## src/rtl/eyeriss_ctrl_pkg.sv

```systemverilog
// Shared types and helpers for the eyeriss layer control slice.
// Channel length helper and sequencer state encoding.
package eyeriss_ctrl_pkg;

  typedef enum logic [1:0] {
    IDLE = 2'd0,
    RUN  = 2'd1,
    GAP  = 2'd2
  } seq_state_t;

  function automatic int ch_len(
    input int w,
    input int h,
    input int k
  );
    return w * h + k;
  endfunction

endpackage

```

## src/rtl/wrap_counter.sv

```systemverilog
// Enabled up-counter that returns to zero after TERM.
// wrap flags the enabled cycle in which count equals TERM.
module wrap_counter #(
  parameter int W    = 4,
  parameter int TERM = 15
) (
  input  logic         clk1,
  input  logic         rst_n,
  input  logic         en,
  input  logic         clr,
  output logic [W-1:0] count,
  output logic         wrap
);

  assign wrap = en && (count == W'(TERM));

  always_ff @(posedge clk1 or negedge rst_n) begin
    if (!rst_n) begin
      count <= '0;
    end else if (clr) begin
      count <= '0;
    end else if (en) begin
      count <= wrap ? '0 : count + 1'b1;
    end
  end

endmodule

```

## src/rtl/channel_sequencer.sv

```systemverilog
// Per-layer channel/pixel sequencer with a one-cycle gap between channels.
// Optional abort input is enabled by defining CHANNEL_SEQ_ABORT_EN.
module channel_sequencer
  import eyeriss_ctrl_pkg::*;
#(
  parameter int  NUM_CHANNEL = 3,
  parameter int  IFM_WIDTH   = 9,
  parameter int  IFM_HEIGHT  = 9,
  parameter int  KERNEL_SIZE = 3,
  parameter int  CNT_W       = 16,
  localparam int CH_LEN      = ch_len(IFM_WIDTH, IFM_HEIGHT, KERNEL_SIZE),
  localparam int CH_W        = (NUM_CHANNEL > 1) ? $clog2(NUM_CHANNEL) : 1
) (
  input  logic             clk1,
  input  logic             rst_n,
  input  logic             start,
  input  logic             ifm_valid,
`ifdef CHANNEL_SEQ_ABORT_EN
  input  logic             abort,
`endif
  output logic             ifm_ready,
  output logic [CNT_W-1:0] pix_cnt,
  output logic [CH_W-1:0]  ch_idx,
  output logic             end_channel,
  output logic             end_layer,
  output logic             busy
);

  if ((CNT_W < 32) && ((CH_LEN - 1) >= (1 << CNT_W))) begin : g_cnt_w_check
    $error("CNT_W cannot hold CH_LEN-1");
  end

  seq_state_t state;
  logic       beat;
  logic       pix_wrap;
  logic       ch_wrap;
  logic       kill;

`ifdef CHANNEL_SEQ_ABORT_EN
  assign kill = abort;
`else
  assign kill = 1'b0;
`endif

  // Ready is a pure decode of registered state.
  assign ifm_ready = (state == RUN);
  assign busy      = (state != IDLE);
  assign beat      = ifm_valid && ifm_ready;

  wrap_counter #(
    .W    (CNT_W),
    .TERM (CH_LEN - 1)
  ) u_pix (
    .clk1  (clk1),
    .rst_n (rst_n),
    .en    (beat),
    .clr   (kill),
    .count (pix_cnt),
    .wrap  (pix_wrap)
  );

  wrap_counter #(
    .W    (CH_W),
    .TERM (NUM_CHANNEL - 1)
  ) u_ch (
    .clk1  (clk1),
    .rst_n (rst_n),
    .en    (pix_wrap),
    .clr   (kill),
    .count (ch_idx),
    .wrap  (ch_wrap)
  );

  always_ff @(posedge clk1 or negedge rst_n) begin
    if (!rst_n) begin
      state       <= IDLE;
      end_channel <= 1'b0;
      end_layer   <= 1'b0;
    end else begin
      end_channel <= pix_wrap && !kill;
      end_layer   <= ch_wrap && !kill;
      if (kill) begin
        state <= IDLE;
      end else begin
        unique case (state)
          IDLE:    if (start) state <= RUN;
          RUN:     if (pix_wrap) state <= ch_wrap ? IDLE : GAP;
          GAP:     state <= RUN;
          default: state <= IDLE;
        endcase
      end
    end
  end

endmodule

```

## config.mk

```make
export PLATFORM = sky130hd
export DESIGN_NAME = channel_sequencer
export DESIGN_NICKNAME = d
export VERILOG_FILES = /design/src/rtl/eyeriss_ctrl_pkg.sv /design/src/rtl/wrap_counter.sv /design/src/rtl/channel_sequencer.sv
export SDC_FILE = /design/constraint.sdc
export NUM_CORES = 1
export LEC_CHECK = 0
export BUFFER_PORTS_ARGS = -buffer_cell sky130_fd_sc_hd__buf_4
export CAP_MARGIN = 20
export CORE_ASPECT_RATIO = 0.5
export CORE_UTILIZATION = 40
export CTS_CLUSTER_DIAMETER = 50
export CTS_CLUSTER_SIZE = 28
export DETAILED_ROUTE_END_ITERATION = 8
export PLACE_DENSITY_LB_ADDON = 0.3
export SETUP_SLACK_MARGIN = 0.15
export SLEW_MARGIN = 20
export SYNTH_ARGS = -nofsm -noshare
export SYNTH_HDL_FRONTEND = slang
export SYNTH_SLANG_ARGS = --single-unit
```

## constraint.sdc

```tcl
create_clock -name clk1 -period 5.3 [get_ports clk1]
set_clock_uncertainty 0.15 [all_clocks]
set_input_delay 0.53 -clock clk1 [delete_from_list [all_inputs] [get_ports clk1]]
set_output_delay 0.53 -clock clk1 [all_outputs]
set_load 0.02 [all_outputs]
```

==> reports/qor.yml <==
outcome: "completed"
synthMuxAreaShare: 0.03717
core_um2: 2372
avgRoutedWirePerCell_um: 12.62
final_common_cell: "buf_4"
die_x_um: 75.39
drv_slew: 0
antenna_found_initial: 0
rows: 12
r2r_cells: 4
instances_no_fill: 159
antenna_left: 0
crit_path_end: "u_ch.count[1]"
syn_nets: 102
synth_compound_area_frac: 0.02439
yosys_warnings: 0
grt_overflow: 0
nFillCells: 229
setup_viol: 0
holdBufCountCts: 1
worst_hold_path_type: "flip-flop to flip-flop"
diodes: 0
grt_util_all_layers: 0.1662
crit_fanout: 7
routed_wl_mm: 2.006
power_leakage_uw: 0.0006754
synth_adder_area_share: 0.01161
worst_slew_pin_slew_ns: 0.3509
dr.first_iter.drc_count: 22
r2r_setup_slack_ns: 3.40
area_growth_pct: 24.97
hold_viol: 0
drv_cap: 0
synth_cells: 97
grt_pass1_vias: 689
ir_worst_vdd_mv: 0.1731
critPathLaunch: "u_pix.count[9]"
via_per_inst: 4.799
gp_congestion: 0.7181
cts_resized: 0
post_cts_buffers: 0
cts_buffer_depth: 2
yosysUniqueCellTypes: 28
drc: 0
syn_avg_cell_area_um2: 11.11
worstSkewPairLatency_ns: 0.26
cts_inserted_buffers: 3
cp-end-kind: "flip-flop"
clkSlewWorstSetupHoldPaths_ns: 0.08
grt_start_max_net_pins: 23
drive_above_1_share: 0.3065
die-area_um2: 2917
portBuffers: 25
fmax_mhz: 526.6
place_hpwl_mm: 1.406
ys_ff_latch: 22
final_cell_mix: "25 x buf_4, 22 x dfrtp_1, 12 x nor2_1"
start_util: 0.4541
ctsRootBufferMaster: "clkbuf_8"
cts_tree: "done"
synth_top_family_by_area: "simple AND/OR/NAND/NOR gates"
grt_pass1_wl_mm: 3.298
p_per_area_nw_per_um2: 342.3
dp_cells: 154
die_h_um: 38.70
tns_ns: 0
post-route-min-period_ns: 1.899
design_area_um2: 1346
dr.pass1.iters: 2
placed_area_um2: 1281
cts.sinks: 22
holdWs_ns: 0.3565
synthSimpleGateAreaFrac: 0.2706
synth_area_um2: 1077
critPathRequiredTime_ns: 5.30
synthXorXnorAreaFrac: 0.1057
crit_arrival_ns: 1.90
nNetsFinal: 130
dr_total_vias: 763
post-route-period-util: 0.3583
critPathKind: "flip-flop to flip-flop"
r2r_start: "u_pix.count[9]"
rsz0062_at_grt: "false"
top_level_ports: 26
rr_endpoint: "u_ch.count[1]"
slew_headroom: 0.7628
h-tree-depth: 1
start_kind: "flip-flop"
synth.yosys.seq_area_share: 0.5110
==> power by group <==
part | internal [µW] | switching, µW | leakage (µW)
Sequential | 188 | 39.1 | 0.000289
Clock | 66.2 | 53.4 | 0.0000288
Combinational | 53.0 | 60.9 | 0.000358
==> kinds of logic (layout without fill, tap and decap cells) <==
group	count (synthesis)	count (layout)
compound gates	5	5
xor+xnor	13	13
buf+inv	7	34
simple gates	46	46
mux	3	3
flops	22	22
fa+ha+maj	1	1
==> worst max-delay path: stages (launching register included) <==
cell and delay [ns]:
dfrtp_1 0.41, nor4b_1 0.39, nand4_2 0.27, nor2_4 0.24
mux2_4 0.31
==> metal layers <==
layer / global-route usage / share of wire / up-vias / wire [µm]
met5: 0 / 0 / - / 0
met4: 0.08333 / 0.017 / 0 / 34
met3: 0.06250 / 0.040 / 4 / 81
met2: 0.2522 / 0.45 / 13 / 902
met1: 0.2098 / 0.49 / 361 / 986
li1: - / - / 385 / -
==> registers in the layout, indices dropped and copies added, names as in the netlist <==
signal	flops
u_pix.count	16
state	2
u_ch.count	2
end_channel	1
end_layer	1
==> cell usage after synthesis, drive strengths merged <==
| master | instances | area share |
|---|---|---|
| and2 | 1 | 0.0058 |
| and3 | 1 | 0.0070 |
| and3b | 1 | 0.0081 |
| and4 | 2 | 0.016 |
| buf | 3 | 0.026 |
| dfrtp | 22 | 0.51 |
| ha | 1 | 0.012 |
| inv | 4 | 0.014 |
| mux2 | 2 | 0.028 |
| mux2i | 1 | 0.0093 |
| nand2 | 6 | 0.021 |
| nand3 | 6 | 0.028 |
| nand4 | 5 | 0.049 |
| nor2 | 13 | 0.052 |
| nor2b | 3 | 0.017 |
| nor3 | 4 | 0.019 |
| nor4 | 1 | 0.012 |
| nor4b | 2 | 0.030 |
| o21ai | 4 | 0.019 |
| o22ai | 1 | 0.0058 |
| or2 | 1 | 0.0058 |
| xnor2 | 2 | 0.016 |
| xor2 | 11 | 0.089 |
==> worst min-delay path by stage <==
stage	cells after the start	endpoint	slack, ns	start
global placement	1	state[0]	0.28	rst_n
finish	1	state[0]	0.36	state[0]
global route	1	state[0]	0.39	state[0]
floorplan	0	end_channel	0.08	rst_n
CTS	1	state[0]	0.36	state[0]
detailed placement	1	state[0]	0.29	rst_n
==> metrics by stage <==
stage	worst slack (ns)	utilization	total power (µW)
3_3_place_gp	3.339	0.5401	344.5
2_1_floorplan	3.474	-	302.3
6_report	3.401	0.5675	460.9
5_1_grt	3.264	0.5675	485.8
4_1_cts	3.400	0.5675	465.6
3_5_place_dp	3.301	0.5401	345.1
==> area by class of cell <==
type,instances,area (µm²),share of cell area
flip-flops and latches,22,550.5,0.4089
multi-input cells,68,484.2,0.3597
repair buffers,26,197.7,0.1468
clock buffers,4,55.05,0.04089
well taps,35,43.79,0.03253
inverters,4,15.01,0.01115
Note: power is estimated with default switching activity, not from simulation.
